==> src/rtl/j11_bus_arb_if.sv <==
`default_nettype none
// ============================================================================
// Module      : j11_bus_arb_if
// Description : Master-side and slave-side bus bundle of the J11 bus arbiter.
// Revision    : 1.0 - initial release
// ============================================================================
interface j11_bus_arb_if #(
    parameter int N = 2
);
    logic [N-1:0]    m_req;
    logic [N-1:0]    m_wr;
    logic [N-1:0]    m_gp;
    logic [N-1:0]    m_irq;
    logic [22*N-1:0] m_addr;
    logic [16*N-1:0] m_wdata;
    logic [N-1:0]    m_ack;
    logic [N-1:0]    m_err;
    logic [15:0]     m_rdata;

    logic            s_req;
    logic            s_wr;
    logic            s_gp;
    logic            s_irq;
    logic [21:0]     s_addr;
    logic [15:0]     s_wdata;
    logic            s_ack;
    logic [15:0]     s_rdata;

    logic            busy;
    logic [N-1:0]    grant;

    // Arbiter view: it masters the shared slave bus.
    modport master (
        input  m_req, m_wr, m_gp, m_irq, m_addr, m_wdata, s_ack, s_rdata,
        output m_ack, m_err, m_rdata, s_req, s_wr, s_gp, s_irq, s_addr,
               s_wdata, busy, grant
    );

    // Environment view: requesters and the memory/IO slave.
    modport slave (
        output m_req, m_wr, m_gp, m_irq, m_addr, m_wdata, s_ack, s_rdata,
        input  m_ack, m_err, m_rdata, s_req, s_wr, s_gp, s_irq, s_addr,
               s_wdata, busy, grant
    );
endinterface
`default_nettype wire

==> src/rtl/j11_bus_arb.sv <==
`default_nettype none
// ============================================================================
// Module      : j11_bus_arb
// Description : Round-robin arbiter of N single-transaction bus masters onto
//               one memory/IO slave. Optional slave timeout via macro
//               J11_BUS_ARB_TIMEOUT_EN.
// Revision    : 1.0 - initial release
// ============================================================================
module j11_bus_arb #(
    parameter int N       = 2,
    parameter int TIMEOUT = 255,
    parameter int RR_INIT = N - 1
) (
    input  wire logic     clk,
    input  wire logic     rst,
    j11_bus_arb_if.master bus
);
    localparam int              PW        = (N > 1) ? $clog2(N) : 1;
    localparam logic [PW-1:0]   c_rr_init = PW'(RR_INIT);
    localparam logic [N-1:0]    c_one     = N'(1);

    generate
        if (N < 2 || N > 8) begin : g_bad_n
            $error("j11_bus_arb: N must be 2..8");
        end
        if (TIMEOUT < 1 || TIMEOUT > 65535) begin : g_bad_timeout
            $error("j11_bus_arb: TIMEOUT must be 1..65535");
        end
    endgenerate

    typedef enum logic [1:0] {
        IDLE  = 2'd0,
        ISSUE = 2'd1,
        WAIT  = 2'd2
    } state_t;

    state_t          r_state;
    state_t          w_state_nxt;

    logic [N-1:0]    r_pending;
    logic [N-1:0]    r_grant;
    logic [N-1:0]    r_m_ack;
    logic [15:0]     r_m_rdata;
    logic [PW-1:0]   r_last;
    logic [PW-1:0]   r_gidx;
    logic            r_s_wr;
    logic            r_s_gp;
    logic            r_s_irq;
    logic [21:0]     r_s_addr;
    logic [15:0]     r_s_wdata;

    logic [PW-1:0]   w_pick;
    logic            w_found;
    logic            w_start;
    logic            w_done_ok;
    logic            w_done_err;
    logic            w_done;
    logic            w_tmo;
    logic [N-1:0]    w_clr;

    // First pending master strictly after the last winner, wrapping at N.
    always_comb begin
        w_found = 1'b0;
        w_pick  = '0;
        for (int k = 1; k <= N; k++) begin
            if (!w_found && r_pending[(int'(r_last) + k) % N]) begin
                w_found = 1'b1;
                w_pick  = PW'((int'(r_last) + k) % N);
            end
        end
    end

    always_ff @(posedge clk) begin
        if (rst) begin
            r_state <= IDLE;
        end else begin
            r_state <= w_state_nxt;
        end
    end

    always_comb begin
        w_state_nxt = r_state;
        w_start     = 1'b0;
        w_done_ok   = 1'b0;
        w_done_err  = 1'b0;
        case (r_state)
            IDLE: begin
                if (w_found) begin
                    w_start     = 1'b1;
                    w_state_nxt = ISSUE;
                end
            end
            ISSUE: begin
                w_state_nxt = WAIT;
            end
            WAIT: begin
                if (bus.s_ack) begin
                    w_done_ok   = 1'b1;
                    w_state_nxt = IDLE;
                end else if (w_tmo) begin
                    w_done_err  = 1'b1;
                    w_state_nxt = IDLE;
                end
            end
            default: begin
                w_state_nxt = IDLE;
            end
        endcase
    end

    assign w_done = w_done_ok | w_done_err;
    assign w_clr  = w_done ? r_grant : '0;

    always_ff @(posedge clk) begin
        if (rst) begin
            r_pending <= '0;
            r_grant   <= '0;
            r_gidx    <= '0;
            r_last    <= c_rr_init;
            r_m_ack   <= '0;
            r_m_rdata <= '0;
            r_s_wr    <= 1'b0;
            r_s_gp    <= 1'b0;
            r_s_irq   <= 1'b0;
            r_s_addr  <= '0;
            r_s_wdata <= '0;
        end else begin
            // Pending drops in the same edge that raises m_ack; a new request wins.
            r_pending <= (r_pending & ~w_clr) | bus.m_req;
            r_m_ack   <= '0;
            if (w_start) begin
                r_grant   <= c_one << w_pick;
                r_gidx    <= w_pick;
                r_s_wr    <= bus.m_wr[w_pick];
                r_s_gp    <= bus.m_gp[w_pick];
                r_s_irq   <= bus.m_irq[w_pick];
                r_s_addr  <= bus.m_addr[22*w_pick +: 22];
                r_s_wdata <= bus.m_wdata[16*w_pick +: 16];
            end
            if (w_done) begin
                r_m_ack   <= r_grant;
                r_m_rdata <= w_done_ok ? bus.s_rdata : 16'h0000;
                r_last    <= r_gidx;
                r_grant   <= '0;
            end
        end
    end

`ifdef J11_BUS_ARB_TIMEOUT_EN
    localparam logic [15:0] c_tmo_last = 16'(TIMEOUT - 1);

    logic [15:0]  r_cnt;
    logic [N-1:0] r_m_err;

    always_ff @(posedge clk) begin
        if (rst) begin
            r_cnt <= '0;
        end else if (r_state == ISSUE) begin
            r_cnt <= '0;
        end else if (r_state == WAIT && !bus.s_ack) begin
            r_cnt <= r_cnt + 16'd1;
        end
    end

    // s_ack has priority: timeout only fires on a cycle without it.
    assign w_tmo = (r_state == WAIT) && !bus.s_ack && (r_cnt == c_tmo_last);

    always_ff @(posedge clk) begin
        if (rst) begin
            r_m_err <= '0;
        end else begin
            r_m_err <= w_done_err ? r_grant : '0;
        end
    end

    assign bus.m_err = r_m_err;
`else
    assign w_tmo     = 1'b0;
    assign bus.m_err = '0;
`endif

    assign bus.m_ack   = r_m_ack;
    assign bus.m_rdata = r_m_rdata;
    assign bus.s_req   = (r_state == ISSUE);
    assign bus.s_wr    = r_s_wr;
    assign bus.s_gp    = r_s_gp;
    assign bus.s_irq   = r_s_irq;
    assign bus.s_addr  = r_s_addr;
    assign bus.s_wdata = r_s_wdata;
    assign bus.busy    = (r_state != IDLE);
    assign bus.grant   = r_grant;

endmodule
`default_nettype wire
==> src/flat_wrapper.sv <==
// flat-port wrapper written by rule: the top's interface ports become plain ports
module j11_bus_arb_flat 
#(
    parameter int N       = 2,
    parameter int TIMEOUT = 255,
    parameter int RR_INIT = N - 1
)
  (clk, rst, bus_m_req, bus_m_wr, bus_m_gp, bus_m_irq, bus_m_addr, bus_m_wdata, bus_s_ack, bus_s_rdata, bus_m_ack, bus_m_err, bus_m_rdata, bus_s_req, bus_s_wr, bus_s_gp, bus_s_irq, bus_s_addr, bus_s_wdata, bus_busy, bus_grant);
  j11_bus_arb_if #(.N(N)) bus_i ();
  input  wire logic clk;
  input  wire logic rst;
  input wire logic [$bits(bus_i.m_req)-1:0] bus_m_req;
  input wire logic [$bits(bus_i.m_wr)-1:0] bus_m_wr;
  input wire logic [$bits(bus_i.m_gp)-1:0] bus_m_gp;
  input wire logic [$bits(bus_i.m_irq)-1:0] bus_m_irq;
  input wire logic [$bits(bus_i.m_addr)-1:0] bus_m_addr;
  input wire logic [$bits(bus_i.m_wdata)-1:0] bus_m_wdata;
  input wire logic [$bits(bus_i.s_ack)-1:0] bus_s_ack;
  input wire logic [$bits(bus_i.s_rdata)-1:0] bus_s_rdata;
  output wire logic [$bits(bus_i.m_ack)-1:0] bus_m_ack;
  output wire logic [$bits(bus_i.m_err)-1:0] bus_m_err;
  output wire logic [$bits(bus_i.m_rdata)-1:0] bus_m_rdata;
  output wire logic [$bits(bus_i.s_req)-1:0] bus_s_req;
  output wire logic [$bits(bus_i.s_wr)-1:0] bus_s_wr;
  output wire logic [$bits(bus_i.s_gp)-1:0] bus_s_gp;
  output wire logic [$bits(bus_i.s_irq)-1:0] bus_s_irq;
  output wire logic [$bits(bus_i.s_addr)-1:0] bus_s_addr;
  output wire logic [$bits(bus_i.s_wdata)-1:0] bus_s_wdata;
  output wire logic [$bits(bus_i.busy)-1:0] bus_busy;
  output wire logic [$bits(bus_i.grant)-1:0] bus_grant;
  assign bus_i.m_req = bus_m_req;
  assign bus_i.m_wr = bus_m_wr;
  assign bus_i.m_gp = bus_m_gp;
  assign bus_i.m_irq = bus_m_irq;
  assign bus_i.m_addr = bus_m_addr;
  assign bus_i.m_wdata = bus_m_wdata;
  assign bus_i.s_ack = bus_s_ack;
  assign bus_i.s_rdata = bus_s_rdata;
  assign bus_m_ack = bus_i.m_ack;
  assign bus_m_err = bus_i.m_err;
  assign bus_m_rdata = bus_i.m_rdata;
  assign bus_s_req = bus_i.s_req;
  assign bus_s_wr = bus_i.s_wr;
  assign bus_s_gp = bus_i.s_gp;
  assign bus_s_irq = bus_i.s_irq;
  assign bus_s_addr = bus_i.s_addr;
  assign bus_s_wdata = bus_i.s_wdata;
  assign bus_busy = bus_i.busy;
  assign bus_grant = bus_i.grant;
  j11_bus_arb #(.N(N), .TIMEOUT(TIMEOUT), .RR_INIT(RR_INIT)) u_core (.clk(clk), .rst(rst), .bus(bus_i));
endmodule
==> config.mk <==
export PLATFORM = sky130hd
export DESIGN_NAME = j11_bus_arb_flat
export DESIGN_NICKNAME = d
export VERILOG_FILES = /design/src/rtl/j11_bus_arb_if.sv /design/src/rtl/j11_bus_arb.sv /design/src/flat_wrapper.sv
export SDC_FILE = /design/constraint.sdc
export NUM_CORES = 1
export LEC_CHECK = 0
export CAP_MARGIN = 30
export CORE_MARGIN = 1.5
export CORE_UTILIZATION = 35
export DETAILED_ROUTE_END_ITERATION = 12
export PLACE_DENSITY = 0.77
export SYNTH_ARGS = -nofsm -noshare
export SYNTH_HDL_FRONTEND = slang
export SYNTH_SLANG_ARGS = --single-unit
==> constraint.sdc <==
create_clock -name clk -period 1.1 [get_ports clk]
set_input_delay 0.22 -clock clk [delete_from_list [all_inputs] [get_ports clk]]
set_output_delay 0.22 -clock clk [all_outputs]
set_load 0.05 [all_outputs]
==> results of run 1 <==
## timing repair
action                                  in CTS  in global routing
gates cloned                                 8                  8
pin swaps                                   34                 68
endpoints found under the setup margin     111                 91
gates resized for setup                    105                 64
buffers inserted                             7                  8
## flip-flops by register name (all words and copies together) (netlist names)
signal / flops
u_core.bus.grant: 2
u_core.bus.m_ack: 2
u_core.bus.m_rdata: 16
u_core.bus.s_addr: 22
u_core.bus.s_gp: 1
u_core.bus.s_irq: 1
u_core.bus.s_wdata: 16
u_core.bus.s_wr: 1
u_core.r_gidx: 1
u_core.r_last: 1
u_core.r_pending: 2
u_core.r_state: 2
## layout make-up
type | count | area share, %
Clock buffer | 10 | 2.14
Tap cell | 105 | 2.05
Inverter | 5 | 0.292
Timing Repair Buffer | 218 | 47.8
Sequential cell | 67 | 22.6
Multi-Input combinational cell | 242 | 23.7
Clock inverter | 6 | 1.38
## metrics by stage
| stage | setup TNS (ns) | hold WS (ns) | power [mW] |
|---|---|---|---|
| 3_5_place_dp | -8.31 | 0.474 | 5.38 |
| 5_1_grt | -17.31 | 0.325 | 8.65 |
| 4_1_cts | -13.30 | 0.303 | 8.10 |
| 3_3_place_gp | -6.32 | 0.449 | 5.33 |
| 6_report | -14.61 | 0.309 | 8.40 |
| 2_1_floorplan | 0 | 0.349 | 4.01 |
## worst max-delay path, cell delays in order (launching register included)
cell	delay [ns]
dfxtp_4	0.36
buf_6	0.11
buf_6	0.11
nand3b_1	0.27
buf_6	0.23
o21ai_2	0.15
a21oi_2	0.07
## worst max path at each step
stage / start / to / slack (ns) / cells past startpoint
2_1_floorplan: u_core.r_state[1]$_SDFFE_PP0P_ / u_core.bus.s_addr[0]$_SDFFE_PP0P_ / 0.01 / 5
3_3_place_gp: bus_s_ack / u_core.r_pending[1]$_SDFF_PP0_ / -0.24 / 5
3_5_place_dp: bus_s_ack / u_core.r_pending[0]$_SDFF_PP0_ / -0.39 / 5
4_1_cts: u_core.r_state[0]$_SDFFE_PP0P_ / bus_s_req / -0.27 / 3
5_1_grt: u_core.r_state[0]$_SDFFE_PP0P_ / u_core.r_pending[0]$_SDFF_PP0_ / -0.36 / 6
6_report: u_core.r_state[0]$_SDFFE_PP0P_ / u_core.r_pending[1]$_SDFF_PP0_ / -0.33 / 6
## layer usage
metal | vias up | routed length [um] | track usage, %
met5 | - | 0 | 0
met4 | 0 | 346 | 11.0
met3 | 30 | 1010 | 6.62
met2 | 212 | 6970 | 47.9
met1 | 1839 | 4900 | 31.1
li1 | 1741 | - | -
## kinds of logic (layout without fill, tap and decap cells)
kind of cell / count (synthesis) / in the layout / share of synthesized area [%]
simple gates: 132 / 132 / 24.9
other cells: 1 / 2 / 0.125
buf+inv: 54 / 239 / 9.97
compound gates: 108 / 108 / 20.2
flops: 67 / 67 / 44.7
## where the power goes
group          internal, mW  switching (mW)
logic                  1.68            1.53
clock network          1.34            1.02
registers              2.62           0.201
## placed cells by master (no fill, tap or decap), types with 11 or more instances in the layout
master           count
a31oi_1             41
buf_12              76
buf_4               16
buf_6               11
clkdlybuf4s50_1    101
dfxtp_2             54
dfxtp_4             11
nand2_1             25
nand4_1             82
o21ai_0             15
o21ai_1             24
==> impl_metrics.py, run 1 <==
metrics = {
    "outcome": {
        "status": "finished, violations left",
        "failed_checks": "setup timing",
    },
    "timing": {
        "setup_slack_ns": -0.326,
        "hold_violations": 0,
        "period_share_pct": 130,
        "setup_viol": 67,
        "period_minus_slack_ns": 1.43,
        "skew_ns": 0.0131,
        "grt_setup_unrepaired": "true",
        "drv_slew": 0,
        "max_freq_mhz": 701,
    },
    "hold_path": {
        "hold_start": "rst",
        "holdPathStages": 3,
        "holdPathEnd": "u_core.bus.s_addr[7]$_SDFFE_PP0P_",
        "hold_path.class": "in2reg",
    },
    "synth": {
        "synth_most_common_cell": "nand4_1",
        "syn_area_mm2": 0.00300,
        "synth_area_leaders": "dfxtp_1 (45%), nand4_1 (17%), a31oi_1 (8.6%)",
        "synth.top_cell.area_share_pct": 44.7,
        "synth-main-ff-cell": "dfxtp_1",
        "netlist_instances": 362,
        "async_flop_share_pct": 0,
        "ys_warn_count": 0,
        "synth_edf_count": 0,
        "ys_top_cells_by_count": "nand4_1 (82), dfxtp_1 (67), a31oi_1 (41)",
        "synthDistinctLibCells": 27,
        "syn_area_per_cell_um2": 8.28,
        "ys_ff_latch": 67,
        "seq_area_frac_synth_pct": 44.7,
        "yosysTopAreaCell": "dfxtp_1",
    },
    "pwr": {
        "ir_drop_mv": 0.766,
        "p_leak_nw": 2.32,
        "p_per_area_mw_per_mm2": 1310,
    },
    "layout": {
        "post-route-util_pct": 77.7,
        "multi_input_area_mm2": 0.00152,
        "syn2layout_area_growth_pct": 114,
        "design_area_mm2": 0.00642,
        "drive_gt1_share_pct": 43.1,
        "nets": 646,
        "register_area_mm2": 0.00145,
        "diodes": 0,
        "fillers": 532,
        "fin_cells": 653,
    },
    "clock_network": {
        "root_buffer": "clkbuf_8",
        "clk_latency_ns": 0.35,
        "clkTransAtPathRegs_ns": 0.08,
        "cts_tree": "done",
        "cts.hold.buffers_added": 0,
        "cts.sinks": 67,
        "cts_buffer_depth": 2,
        "numCtsBuffers": 9,
        "h-tree-depth": 3,
    },
    "place": {
        "port_buffers": 165,
        "dpl_cell_area_mm2": 0.00543,
        "pre_cts_ws_ns": -0.393,
        "dpl.hpwl_um": 7590,
        "dp.cells": 611,
        "place_congestion": 0.727,
    },
    "floorplanning": {
        "die_w_um": 95.6,
        "start_util_pct": 36.3,
        "io_pins": 168,
        "dieArea_mm2": 0.00913,
        "coreArea_mm2": 0.00826,
        "num_rows": 33,
        "die_height_um": 95.6,
    },
    "routing": {
        "viasPerCell": 5.85,
        "wl_per_cell_um": 20.3,
        "vias": 3822,
        "drtPass1Iterations": 5,
        "ant_nets": 0,
        "drc": 0,
        "wl_um": 13200,
        "first_iter_violations": 184,
    },
    "setup_path": {
        "r2r_end": "u_core.r_pending[1]$_SDFF_PP0_",
        "end_kind": "register",
        "r2r_start": "u_core.r_state[0]$_SDFFE_PP0P_",
        "start_kind": "register",
        "cp.required_ns": 1.34,
        "path_max_fanout": 6,
        "rrSetupSlack_ns": -0.33,
        "worstPathArrival_ns": 1.66,
        "reg2reg_depth": 6,
        "path_class": "reg2reg",
    },
    "grt": {
        "grt_max_degree": 37,
        "grt_usage_pct": 27.2,
        "grt_overflow": 0,
        "grt_pass1_wl_um": 18900,
        "antenna_found_initial": 0,
        "grt_pass1_vias": 3784,
    },
    "job": {
        "max_cap_violations": 0,
    },
}
Power figures use the tool's default switching activity.
==> run 2: changes to the inputs <==
Settings changed: CAP_MARGIN 30 to 10.
==> results of run 2 <==
Final layout, timing and power as in run 1 (identical DEF).
==> run 3: changes to the inputs <==
Settings changed: CAP_MARGIN 10 to 40, HOLD_SLACK_MARGIN from default to 0.12.
==> results of run 3 <==
Final layout, timing and power as in run 1 (identical DEF).
